`config.mk`:
```
export PLATFORM = sky130hd
export DESIGN_NAME = dmem_arbiter
export DESIGN_NICKNAME = d
export VERILOG_FILES = /design/src/rtl/dmem_arbiter.sv
export SDC_FILE = /design/constraint.sdc
export NUM_CORES = 1
export LEC_CHECK = 0
export ABC_CLOCK_PERIOD_IN_PS = 2900
export BUFFER_PORTS_ARGS = -buffer_cell sky130_fd_sc_hd__clkbuf_2
export CORE_AREA = 2 2 255 257
export DETAILED_ROUTE_END_ITERATION = 10
export DIE_AREA = 0 0 257 259
export GPL_ROUTABILITY_DRIVEN = 0
export PLACE_DENSITY_LB_ADDON = 0.08
export SYNTH_ARGS = -nofsm -noshare
export SYNTH_HDL_FRONTEND = slang
export SYNTH_SLANG_ARGS = --single-unit
```
`constraint.sdc`:
```
create_clock -name clk -period 2.9 [get_ports clk]
set_clock_uncertainty 0.05 [all_clocks]
set_input_delay 0.87 -clock clk [delete_from_list [all_inputs] [get_ports clk]]
set_output_delay 0.87 -clock clk [all_outputs]
set_load 0.02 [all_outputs]
```
`src/rtl/dmem_arbiter.sv`:
```
// Three-requester data-memory arbiter with burst limiting and one-cycle read return.
// Define DMEM_ARB_RR_EN for round-robin order; default build is fixed priority 0 > 1 > 2.
module dmem_arbiter #(
    parameter int ADDR_W    = 64,
    parameter int DATA_W    = 64,
    parameter int MAX_BURST = 4
) (
    input  logic                clk,
    input  logic                reset,
    input  logic [2:0]          req,
    input  logic [2:0]          we,
    input  logic [3*ADDR_W-1:0] addr,
    input  logic [3*DATA_W-1:0] wdata,
    output logic [2:0]          gnt,
    output logic [2:0]          rvalid,
    output logic [DATA_W-1:0]   rdata,
    output logic                mem_en,
    output logic                mem_we,
    output logic [ADDR_W-1:0]   mem_addr,
    output logic [DATA_W-1:0]   mem_wdata,
    input  logic [DATA_W-1:0]   mem_rdata
);
    localparam int CNT_W = $clog2(MAX_BURST + 1);

    logic [1:0]       last_gnt_q, last_gnt_d;
    logic [CNT_W-1:0] burst_cnt_q, burst_cnt_d;
    logic [2:0]       rd_pend_q, rd_pend_d;
    logic [2:0]       holder, elig;
    logic [1:0]       gnt_idx;
    logic             gnt_any;
`ifdef DMEM_ARB_RR_EN
    logic [1:0]       rr_idx;
`endif

    always_comb begin
        holder  = 3'b001 << last_gnt_q;
        elig    = req;
        // A holder that used up its burst steps aside only if someone else is waiting.
        if (burst_cnt_q == CNT_W'(MAX_BURST) && |(req & ~holder))
            elig = req & ~holder;
        gnt     = '0;
        gnt_idx = '0;
`ifdef DMEM_ARB_RR_EN
        rr_idx  = '0;
`endif
        if (!reset) begin
`ifdef DMEM_ARB_RR_EN
            for (int k = 3; k >= 1; k--) begin
                rr_idx = 2'((int'(last_gnt_q) + k) % 3);
                if (elig[rr_idx]) begin
                    gnt     = 3'b001 << rr_idx;
                    gnt_idx = rr_idx;
                end
            end
`else
            for (int i = 2; i >= 0; i--) begin
                if (elig[i]) begin
                    gnt     = 3'b001 << i;
                    gnt_idx = 2'(i);
                end
            end
`endif
        end
    end

    assign gnt_any   = |gnt;
    assign mem_en    = gnt_any;
    assign mem_we    = gnt_any ? we[gnt_idx] : 1'b0;
    assign mem_addr  = gnt_any ? addr[gnt_idx*ADDR_W +: ADDR_W] : '0;
    assign mem_wdata = gnt_any ? wdata[gnt_idx*DATA_W +: DATA_W] : '0;

    always_comb begin
        last_gnt_d  = last_gnt_q;
        burst_cnt_d = '0;
        rd_pend_d   = mem_we ? 3'b000 : gnt;
        if (gnt_any) begin
            last_gnt_d = gnt_idx;
            if (gnt_idx != last_gnt_q)
                burst_cnt_d = CNT_W'(1);
            else if (burst_cnt_q == CNT_W'(MAX_BURST))
                burst_cnt_d = burst_cnt_q;
            else
                burst_cnt_d = burst_cnt_q + 1'b1;
        end
    end

    always_ff @(posedge clk) begin
        if (reset) begin
            last_gnt_q  <= 2'd2;
            burst_cnt_q <= '0;
            rd_pend_q   <= '0;
        end else begin
            last_gnt_q  <= last_gnt_d;
            burst_cnt_q <= burst_cnt_d;
            rd_pend_q   <= rd_pend_d;
        end
    end

    // Masking with reset drops a read return that would land in a reset cycle.
    assign rvalid = reset ? 3'b000 : rd_pend_q;
    assign rdata  = (|rvalid) ? mem_rdata : '0;
endmodule

```
Word level (Yosys, flattened, before mapping)
Index checks and enable logic that the tools add are counted.

Add/sub/neg operators: 1. Multipliers: 0. Div/mod/pow operators: 0. Order comparisons: 1. Eq/ne operators: 3. Shifts and indexed selects: 3. Mux-type cells: 18. Bitwise logic cells: 3. Reductions and logical operators: 7.

Operators with widths (number): $shiftx 192x9->64 (2); $mux 64 (3); $mux 3 (6); $reduce_or 3->1 (4); $mux 2 (4); $mux 1 (4); $reduce_or 2->1 (2); $add 3x1->3 const B (1); $and 3x3->3 (1); $eq 3x3->1 const B (1); $lt 2x3->1 const B (1); $not 3->3 (1); $shl 1x2->3 const A (1); $bmux 1 s2 (1); $ne 2x1->1 const B (1); $ne 2x2->1 (1); $logic_and 1x1->1 (1); $not 1->1 (1).

Bits in registers: 8. Bits in latches: 0. RAM bits: 0. Bits in read-only memories: 0. Input bits: 456. Output and inout port bits: 200. Word-level logic and storage cells: 40. Memories: 0.

Depth between registers and ports, before layout
Gate-level depths: netlist (run 1).

Word-level depth: 14. Depth in mapped cells: 9.

Worst setup path after synthesis (run 1)
Ideal clock, no wire load.

Path kind: in2out. From: in reset. To: out mem_wdata[54]. Arrival time: 2490 ps. Data required time: 1980 ps. Setup slack: -510 ps. Stages: 7. Path buffers: 2. Cells stage by stage: clkbuf_1 > nor3b_1 > a2bb2oi_2 > inv_2 > clkbuf_1 > nand2_1 > a311oi_2.

Word-level cells in the longest chain between the ends: 3. Elaborated cells between the ends (all ways): 5. Classes of those cells: shift: 1; mux: 3; reduce/logical: 1.

Ends and longest elaborated chain: start: declaration (line 9) `input logic reset,`; $mux 3 (line 46) `if (!reset) begin`; net gnt[1] (line 14) `output logic [2:0] gnt,`; $reduce_or 3->1 (line 66) `assign gnt_any = |gnt;`; $mux 64 (line 70) `assign mem_wdata = gnt_any ? wdata[gnt_idx*DATA_W +: DATA_W] : '0;`; end: declaration (line 20) `output logic [DATA_W-1:0] mem_wdata,`.

The timed path passes the listed nets, and every way through them passes these cells.

Worst setup path in the final report (run 1)
From: in req[2]. To: out mem_wdata[13].

Word-level cells in the longest chain between the ends: 10. Elaborated cells between the ends (all ways): 15. Classes of those cells: shift: 1; mux: 10; bitwise: 1; reduce/logical: 3.

Ends and longest elaborated chain: start: declaration (line 10) `input logic [2:0] req,`; $and 3x3->3 (line 39, 40); $reduce_or 3->1 (line 39) `if (burst_cnt_q == CNT_W'(MAX_BURST) && |(req & ~holder))`; $logic_and 1x1->1 (line 39); $mux 3 (*) (line 39); $mux 2 or $mux 3 (tied branches) (3 in a row) (line 57) `if (elig[i]) begin`; $mux 2 or $mux 3 (tied branches) (line 46); $shiftx 192x9->64 or $reduce_or 3->1 (tied branches) (line 70, 66); $mux 64 (*) (line 70).

Every way passes the cells marked *; elsewhere a longest branch is shown, timed or not.

==> metrics.md, run 1 <==
| Metric | Value |
|---|---|
| Mux cell area share after synthesis | `less than 1%` |
| Synth warn | `0` |
| GRT Util Overall | `about 11%` |
| GRT overflow | `0` |
| Final core occ | `22.5%` |
| Total CTS buffers | `3` |
| Largest family of logic cells by synthesized area | `simple AND/OR/NAND/NOR gates` |
| Crit share post-route | `119%` |
| DRC | `0` |
| Core area | `0.0639 mm²` |
| Die Footprint | `roughly 0.067 mm²` |
| Critical path type | `input pin to primary output` |
| Reg power frac | `under 10%` |
| Setup ws final | `-0.546 ns` |
| Comb pwr share | `between 80% and 90%` |
| Slew HR | `between 70% and 80%` |
| Largest net degree at the start of global routing | `65` |
| I/O pin cnt | `approximately 660` |
| Initial Util | `~7.4%` |
| Max H-tree Level | `1` |
| Post-Synth XOR/XNOR Area | `0.186%` |
| Leakage | `~6.4 nW` |
| Crit path required time | `about 2 ns` |
| Worst Tran Pin Value | `0.364 ns` |
| Syn_area_per_cell | `about 6.5 µm²` |
| Compound-Gate Fraction of Synth Area | `a little over two fifths` |
| Synth Area in Simple Gates | `a little over two fifths` |
| CTS root buffer | `clkbuf_16` |
| Net Count, Synth | `around 1200` |
| Tmin final | `approximately 3.4 ns` |
| Internal | `between 1 and 1.5 mW` |
| Distinct cell type count after synthesis | `35` |
| Area grow syn2layout | `205%` |
| Row count | `93` |
| Sw frac | `42.7%` |
| Finished Layout Cells | `~2300` |
| Final #Nets | `1911` |
| Layout cells sized above 1 | `76.6%` |
| Clock latency on the worst-skew pair | `~0.23 ns` |
| Gate count after technology mapping | `727` |
| Pwr Total | `between 2 and 2.5 mW` |
| WHS | `around 0.62 ns` |
| RSZ-0062 raised after global routing | `yes` |
| Vias per cell | `3.56` |
| Filler instances | `about 7100` |
| Vias in the first global route | `roughly 8600` |
| Power Dens Cells | `roughly 170 mW/mm²` |
| Port Buffers | `655` |
| DRT Pass-1 Iters | `4` |
| MaxCap Viol Count | `0` |
| Psw | `approximately 1 mW` |
| Routed WL | `between 40 and 50 mm` |
| Final hold violation count | `0` |
| Sequential-to-total area share from yosys stat | `3.40%` |
| Run status | `complete, but fails checks` |
| Clock Path Buffers | `2` |
| Hold/Removal Path Class | `flip-flop to flip-flop` |
| Final number of setup-violating endpoints | `195` |
| Adder-cell share of the synthesized area | `less than 1%` |
| Total number of vias | `8202` |
| Hold_buf cts | `0` |
| HPWL Detailed | `around 34 mm` |
| Crit end category | `primary output` |
| Die W | `between 200 and 300 µm` |
| Mapped Area | `approximately 0.0047 mm²` |
| Clock sinks | `8` |
| Number of antenna violations at the first check in global routing | `3` |
| VDD IR max | `0.134 mV` |
| Max Slew Vio Count | `0` |
| Clk pwr share | `roughly a tenth` |
| Die Y | `around 260 µm` |
| Synth Register Bits | `8` |
| Cell count after placement | `~2300` |
| Most common cell after layout, fill and taps aside | `clkbuf_2` |
| Failing checks | `negative setup slack` |
| Clock transition at path regs | `0.04 ns` |
| CP Data Arrival Time | `between 2 and 3 ns` |
| Commonest non-fill, non-tap cells in the layout | `457 x clkbuf_2, 172 x nand2_1, 125 x nor2_1` |
| CTS tree | `built` |
| Critical Path Source Type | `input pin` |
| Fmax achieved | `a little under 300 MHz` |
| Starting DRC count in detailed routing | `270` |
| Global-route wire length before repair | `around 58 mm` |
| CP max FO | `17` |
| Routed Antenna Nets | `0` |
| Wire length per cell | `18.8 µm` |
## synthesized netlist by cell type (all sizes together)
library cell / count / area, µm²
a21oi: 8 / 40.0
a2bb2oi: 1 / 15.0
a311oi: 128 / 1870
a41o: 1 / 10.0
and2: 64 / 400
and4b: 1 / 10.0
buf: 44 / 300
clkbuf: 38 / 143
dfxtp: 8 / 160
ha: 2 / 25.0
inv: 7 / 26.3
mux2i: 2 / 20.0
nand2: 259 / 975
nand2b: 3 / 18.8
nand3: 2 / 15.0
nand3b: 1 / 7.51
nand4b: 1 / 8.76
nand4bb: 1 / 11.3
nor2: 135 / 507
nor2b: 3 / 18.8
nor3: 4 / 20.0
nor3b: 2 / 15.0
nor4: 2 / 12.5
o21ai: 5 / 25.0
o31a: 1 / 8.76
o41ai: 1 / 27.5
or2: 1 / 6.26
or3: 1 / 6.26
xnor2: 1 / 8.76
## metrics by stage
| step | worst slack (ns) | TNS [ns] | area, µm² |
|---|---|---|---|
| 6_report | -0.546 | -68.38 | 14400 |
| 5_1_grt | -0.615 | -82.32 | 14400 |
| 4_1_cts | -0.578 | -77.35 | 12800 |
| 3_5_place_dp | -0.642 | -89.33 | 11300 |
| 3_3_place_gp | -0.636 | -87.61 | 11300 |
| 2_1_floorplan | -0.339 | -30.99 | 6380 |
## layout make-up
cell class,count,area (µm²),share of cell area [%]
Timing Repair Buffer,803,6910,48.1
Clock buffer,3,75.1,0.523
Inverter,7,38.8,0.270
Tap cell,855,1070,7.45
Multi-Input combinational cell,630,6100,42.5
Antenna cell,1,2.50,0.0174
Sequential cell,8,160,1.12
## worst max-delay path: stages
cell and delay (ns):
buf_8 0.08, buf_6 0.10, nor2_4 0.03, o41ai_4 0.31
nand3_4 0.15, buf_12 0.20, clkbuf_16 0.22, a311oi_4 0.29
clkbuf_8 0.22
## logic make-up (layout without fill, tap and decap cells)
kind of cell | Yosys count | in the layout
AND/OR/NAND/NOR | 480 | 480
XOR/XNOR | 1 | 1
buffers and inverters | 89 | 813
adder cells (fa/ha/maj) | 2 | 2
AO/OA/AOI/OAI | 145 | 145
flip-flops | 8 | 8
multiplexers | 2 | 2
other | 0 | 1
## power groups by stage
stage,Combinational (mW),Sequential [mW],Clock [mW]
after detailed placement,1.61,0.119,0
final,2.03,0.118,0.237
after floorplan,0.898,0.120,0
after global routing,2.15,0.118,0.252
after global placement,1.62,0.120,0
after CTS,1.83,0.118,0.245
## per-layer routing
metal	track usage (%)	wire, µm
met4	0.937	282
met1	13.3	17400
met3	2.05	2110
met2	21.7	23400
met5	0	27
## what timing repair did
item,4_1_cts,5_1_grt
setup buffers,16,3
endpoints found under the setup margin,196,196
resized for setup,260,501
pin swaps,23,116
cloned,9,21
## worst paths after layout
| check | from | end | slack, ns | cells after the start |
|---|---|---|---|---|
| setup / recovery | req[2] | mem_wdata[13] | -0.55 | 9 |
| hold / removal | burst_cnt_q[1]$_SDFFE_PP0P_ | burst_cnt_q[1]$_SDFFE_PP0P_ | 0.62 | 3 |
| setup reg to reg | burst_cnt_q[0]$_SDFFE_PP0P_ | rd_pend_q[0]$_SDFF_PP0_ | 0.57 | 12 |
| hold reg to reg | burst_cnt_q[1]$_SDFFE_PP0P_ | burst_cnt_q[1]$_SDFFE_PP0P_ | 0.62 | 3 |
## flip-flops by register name, indices dropped and copies added, names as in the netlist
name and count:
burst_cnt_q 3, last_gnt_q 2, rd_pend_q 3
Power figures use the tool's default switching activity.
==> inputs of run 2 (changes only) <==
--- a/config.mk
+++ b/config.mk
@@ -8,10 +8,11 @@
 export ABC_CLOCK_PERIOD_IN_PS = 2900
 export BUFFER_PORTS_ARGS = -buffer_cell sky130_fd_sc_hd__clkbuf_2
 export CORE_AREA = 2 2 255 257
+export CTS_BUF_LIST = sky130_fd_sc_hd__clkbuf_8
 export DETAILED_ROUTE_END_ITERATION = 10
 export DIE_AREA = 0 0 257 259
-export GPL_ROUTABILITY_DRIVEN = 0
 export PLACE_DENSITY_LB_ADDON = 0.08
+export SETUP_SLACK_MARGIN = 0.4
 export SYNTH_ARGS = -nofsm -noshare
 export SYNTH_HDL_FRONTEND = slang
 export SYNTH_SLANG_ARGS = --single-unit
==> run 2 against run 1 <==
Utilization is 1.5 points higher. Die area did not move. Highest routed layer unchanged. Total power is 1.2% higher. Count of clock-buffer cells in the layout unchanged. The run still ends with negative setup slack left.
==> metrics.md, run 2 (synthesis results as in run 1) <==
| Metric | Value |
|---|---|
| Clock sinks | `8` |
| Fmax achieved | `approximately 290 MHz` |
| Critical Path Source Type | `input pin` |
| Max H-tree Level | `1` |
| Filler instances | `around 7000` |
| Final number of setup-violating endpoints | `a little under 200` |
| Power Dens Cells | `157 mW/mm²` |
| I/O pin cnt | `between 600 and 700` |
| Port Buffers | `655` |
| GRT overflow | `0` |
| Leakage | `about 6.7 nW` |
| Crit path required time | `between 1.5 and 2 ns` |
| Layout cells sized above 1 | `around 80%` |
| Slew HR | `between 70% and 80%` |
| Row count | `93` |
| Number of antenna violations at the first check in global routing | `4` |
| Routed Antenna Nets | `0` |
| FF-to-FF Start | `burst_cnt_q[0]$_SDFFE_PP0P_` |
| FF-to-FF path depth | `11` |
| Clock transition at path regs | `approximately 0.050 ns` |
| GRT Util Overall | `approximately an eighth` |
| CP Data Arrival Time | `2.54 ns` |
| Finished Layout Cells | `about 2300` |
| Die W | `257 µm` |
| RSZ-0062 raised after global routing | `yes` |
| Initial Util | `under 10%` |
| Core area | `~0.064 mm²` |
| Wire length per cell | `approximately 20 µm` |
| Commonest non-fill, non-tap cells in the layout | `454 x clkbuf_2, 178 x nand2_1, 129 x buf_6` |
| Crit end category | `primary output` |
| Most common cell after layout, fill and taps aside | `clkbuf_2` |
| DRC | `0` |
| DRT Pass-1 Iters | `4` |
| Min-Delay Endpoint | `burst_cnt_q[1]$_SDFFE_PP0P_` |
| RePlAce Congestion | `between 0.8 and 0.9` |
| Worst hold stages | `3` |
| Hold/Removal Path Class | `flip-flop to flip-flop` |
| Cell count after placement | `around 2200` |
| Largest regs | `burst_cnt_q (3), rd_pend_q (3), last_gnt_q (2)` |
| Final hold violation count | `0` |
| VDD IR max | `0.0828 mV` |
| Tmin final | `roughly 3.5 ns` |
| Starting DRC count in detailed routing | `between 200 and 250` |
| Critical path type | `input pin to primary output` |
| Hold_buf cts | `0` |
| MaxCap Viol Count | `0` |
| Min-delay src | `burst_cnt_q[1]$_SDFFE_PP0P_` |
| Cell area after layout | `between 0.015 and 0.02 mm²` |
| Failing checks | `negative setup slack` |
| Vias per cell | `3.62` |
| Worst R2R End | `burst_cnt_q[0]$_SDFFE_PP0P_` |
| Vias in the first global route | `between 8000 and 9000` |
| Final #Nets | `around 1900` |
| Setup ws final | `-0.560 ns` |
| Max Slew Vio Count | `0` |
| Pre-CTS setup slack | `-0.676 ns` |
| Crit share post-route | `119%` |
| Global-route wire length before repair | `60.2 mm` |
| Largest net degree at the start of global routing | `65` |
| Die Y | `~260 µm` |
| Area grow syn2layout | `225%` |
| Clock Path Buffers | `2` |
| Die Footprint | `~0.067 mm²` |
| Total number of vias | `between 8000 and 9000` |
| CTS root buffer | `clkbuf_8` |
| Run status | `complete, but fails checks` |
| CTS tree | `built` |
| HPWL Detailed | `34.4 mm` |
| Clock latency on the worst-skew pair | `between 0.2 and 0.25 ns` |
| Total CTS buffers | `3` |
| Post-DP Area | `approximately 0.011 mm²` |
| Setup TNS | `-79.26 ns` |
| Pwr Total | `2.41 mW` |
| Worst Tran Pin Value | `between 0.3 and 0.4 ns` |
| CP max FO | `9` |
| R2R setup slack | `0.74 ns` |
| Routed WL | `roughly 47 mm` |
run 2: cell type report:
type | count | area [µm²] | area share, %
antenna | 3 | 7.51 | 0.0490
clock buffer | 3 | 41.3 | 0.270
inverter | 7 | 45.0 | 0.294
multi-input combinational | 630 | 6190 | 40.4
sequential | 8 | 160 | 1.05
tap | 855 | 1070 | 6.98
timing repair buffer | 838 | 7780 | 50.8
timing repair inverter | 1 | 20.0 | 0.131
run 2: worst max-delay path: stages:
cell,delay [ns]
buf_12,0.09
buf_12,0.10
nor2_4,0.04
o41ai_4,0.28
nand3_4,0.14
buf_12,0.18
clkbuf_16,0.19
buf_12,0.16
a311oi_4,0.28
clkbuf_8,0.19
run 2: repair_timing:
item	in CTS	in global routing
hold endpoints to repair	0	0
gates cloned	16	33
setup endpoints to repair	200	200
buffers inserted	21	21
resized for setup	235	575
pin swaps	10	85
run 2: layer usage:
metal,track usage [%],part of all wire (%)
met1,13.7,39
met3,2.19,5.3
met4,2.15,1.0
met2,23.3,55
met5,0,0.028
run 2: worst max-delay path by stage:
stage                     cells past startpoint       endpoint   start
after CTS                                    10   mem_wdata[2]  req[0]
after global placement                       10   mem_addr[50]  req[0]
after detailed placement                     10   mem_addr[50]  req[0]
after floorplan                               8   mem_addr[45]  req[0]
after global routing                         12   mem_addr[50]  req[2]
final                                        10  mem_wdata[11]  req[1]
run 2: power breakdown:
part           total, mW  internal, mW  leakage, nW  switching (mW)
Sequential         0.118         0.115       0.0657         0.00286
Combinational       2.15          1.16         6.64           0.991
Clock              0.144        0.0907       0.0216          0.0531
run 2: metrics by stage:
step,hold WS [ns],utilization (%)
3_3_place_gp,0.613,17.8
6_report,0.613,24.0
2_1_floorplan,0.472,-
3_5_place_dp,0.614,17.8
4_1_cts,0.620,20.3
5_1_grt,0.696,24.0
==> inputs of run 3 (changes only) <==
--- a/config.mk
+++ b/config.mk
@@ -12,7 +12,7 @@
 export DETAILED_ROUTE_END_ITERATION = 10
 export DIE_AREA = 0 0 257 259
 export PLACE_DENSITY_LB_ADDON = 0.08
-export SETUP_SLACK_MARGIN = 0.4
+export RECOVER_POWER = 25
 export SYNTH_ARGS = -nofsm -noshare
 export SYNTH_HDL_FRONTEND = slang
 export SYNTH_SLANG_ARGS = --single-unit
==> run 3 against run 2 <==
The run still ends with negative setup slack left. Fmax fell by 0.70%. Die area is the same. Flip-flop and latch count stayed put. First-iteration DRC count increased by 37%. Highest routed layer unchanged. Sequential share of layout area is 0.070 points higher. Largest cell class unchanged. Count of clock-buffer cells in the layout unchanged. Worst setup slack got worse by 0.024 ns. Via count fell by 2.4%. Clock power decreased by 3%. Non-clock buffer count fell by 27. Utilization fell by 1.5 points. Critical path type unchanged. Register-to-register slack lost 0.19 ns.
==> metrics.md, run 3 (synthesis results as in run 1) <==
| Metric | Value |
|---|---|
| Run status | `complete, but fails checks` |
| Failing checks | `negative setup slack` |
| Largest regs | `burst_cnt_q (3), rd_pend_q (3), last_gnt_q (2)` |
| Routed Antenna Nets | `0` |
| DRT Pass-1 Iters | `4` |
| Vias in the first global route | `between 8000 and 9000` |
| Total CTS buffers | `3` |
| Finished Layout Cells | `about 2300` |
| DRC | `0` |
| Final hold violation count | `0` |
| Setup TNS | `-75.79 ns` |
| Final core occ | `between 20 and 25%` |
| Starting DRC count in detailed routing | `approximately 290` |
| Area grow syn2layout | `205%` |
| Wire length per cell | `18.8 µm` |
| Setup ws final | `-0.584 ns` |
| Initial Util | `approximately 7.4%` |
| Row count | `between 90 and 100` |
| Final #Nets | `1919` |
| Port Buffers | `~660` |
| Die Y | `259 µm` |
| Number of antenna violations at the first check in global routing | `3` |
| Core area | `0.0639 mm²` |
| CP max FO | `7` |
| Fmax achieved | `287 MHz` |
| Routed WL | `about 43 mm` |
| MaxCap Viol Count | `0` |
| Hold/Removal Path Class | `flip-flop to flip-flop` |
| Global-route wire length before repair | `between 50 and 60 mm` |
| Total number of vias | `around 8300` |
| Largest net degree at the start of global routing | `65` |
| CP Data Arrival Time | `approximately 2.6 ns` |
| Cell area after layout | `approximately 0.014 mm²` |
| WHS | `~0.62 ns` |
| Commonest non-fill, non-tap cells in the layout | `466 x clkbuf_2, 164 x nand2_1, 118 x nor2_1` |
| Pwr Total | `around 2.3 mW` |
| Die W | `about 260 µm` |
| Final number of setup-violating endpoints | `about 200` |
| Vias per cell | `3.58` |
| HPWL Detailed | `between 30 and 40 mm` |
| CTS tree | `built` |
| VDD IR max | `between 0.07 and 0.08 mV` |
| Tmin final | `around 3.5 ns` |
| Critical path type | `input pin to primary output` |
| Critical Path Source Type | `input pin` |
| GRT overflow | `0` |
| Max Slew Vio Count | `0` |
| Slew HR | `roughly three quarters` |
| Clock transition at path regs | `0.05 ns` |
| Cell count after placement | `around 2300` |
| I/O pin cnt | `656` |
| GRT Util Overall | `11.3%` |
| Clock Path Buffers | `2` |
| Post-DP Area | `around 0.011 mm²` |
| Leakage | `6.45 nW` |
| CTS root buffer | `clkbuf_8` |
| Power Dens Cells | `around 160 mW/mm²` |
| Max H-tree Level | `1` |
| Crit share post-route | `120%` |
| Most common cell after layout, fill and taps aside | `clkbuf_2` |
| Crit path required time | `1.98 ns` |
| Layout cells sized above 1 | `between 70% and 80%` |
| RSZ-0062 raised after global routing | `yes` |
| Die Footprint | `between 0.06 and 0.07 mm²` |
| Hold_buf cts | `0` |
| Worst Tran Pin Value | `roughly 0.36 ns` |
| RePlAce Congestion | `0.812` |
| Pre-CTS setup slack | `-0.642 ns` |
| Crit end category | `primary output` |
| Clock sinks | `8` |
| Clock latency on the worst-skew pair | `0.23 ns` |
## run 3: metal layers
metal	share of wire (%)	up-vias	GRT usage (%)
met5	0.062	-	0
met4	0.45	4	0.937
met3	4.9	10	2.06
met2	54	268	21.7
met1	40	3962	13.5
li1	-	4033	-
## run 3: critical path, cell delays in order
cell and delay (ns):
clkbuf_16 0.13, nor3b_4 0.25, a2bb2oi_4 0.11, buf_8 0.16, inv_8 0.07, buf_12 0.15, buf_12 0.16, nand2_1 0.09
a311oi_4 0.34, buf_6 0.17
## run 3: path summary, 6_finish.rpt
check	startpoint	slack, ns	cells past startpoint	to
setup / recovery	req[0]	-0.58	10	mem_wdata[13]
hold / removal	burst_cnt_q[1]$_SDFFE_PP0P_	0.62	3	burst_cnt_q[1]$_SDFFE_PP0P_
setup reg to reg	burst_cnt_q[0]$_SDFFE_PP0P_	0.55	12	rd_pend_q[0]$_SDFF_PP0_
hold reg to reg	burst_cnt_q[1]$_SDFFE_PP0P_	0.62	3	burst_cnt_q[1]$_SDFFE_PP0P_
## run 3: timing repair
item,in CTS,in global routing
gates cloned,9,24
buffers inserted,21,4
pin swaps,11,88
endpoints found under the setup margin,196,196
resized for setup,256,453
## run 3: power by group
part	switching, mW	internal [mW]
Combinational	0.957	1.06
Sequential	0.00215	0.115
Clock	0.0494	0.0905
## run 3: cell type report
type                       instances  area [µm²]
multi-input combinational        630        6080
sequential                         8         160
inverter                           7        36.3
clock buffer                       3        41.3
tap                              855        1070
timing repair buffer             811        6970
antenna                            1        2.50
fill                            7113       49500
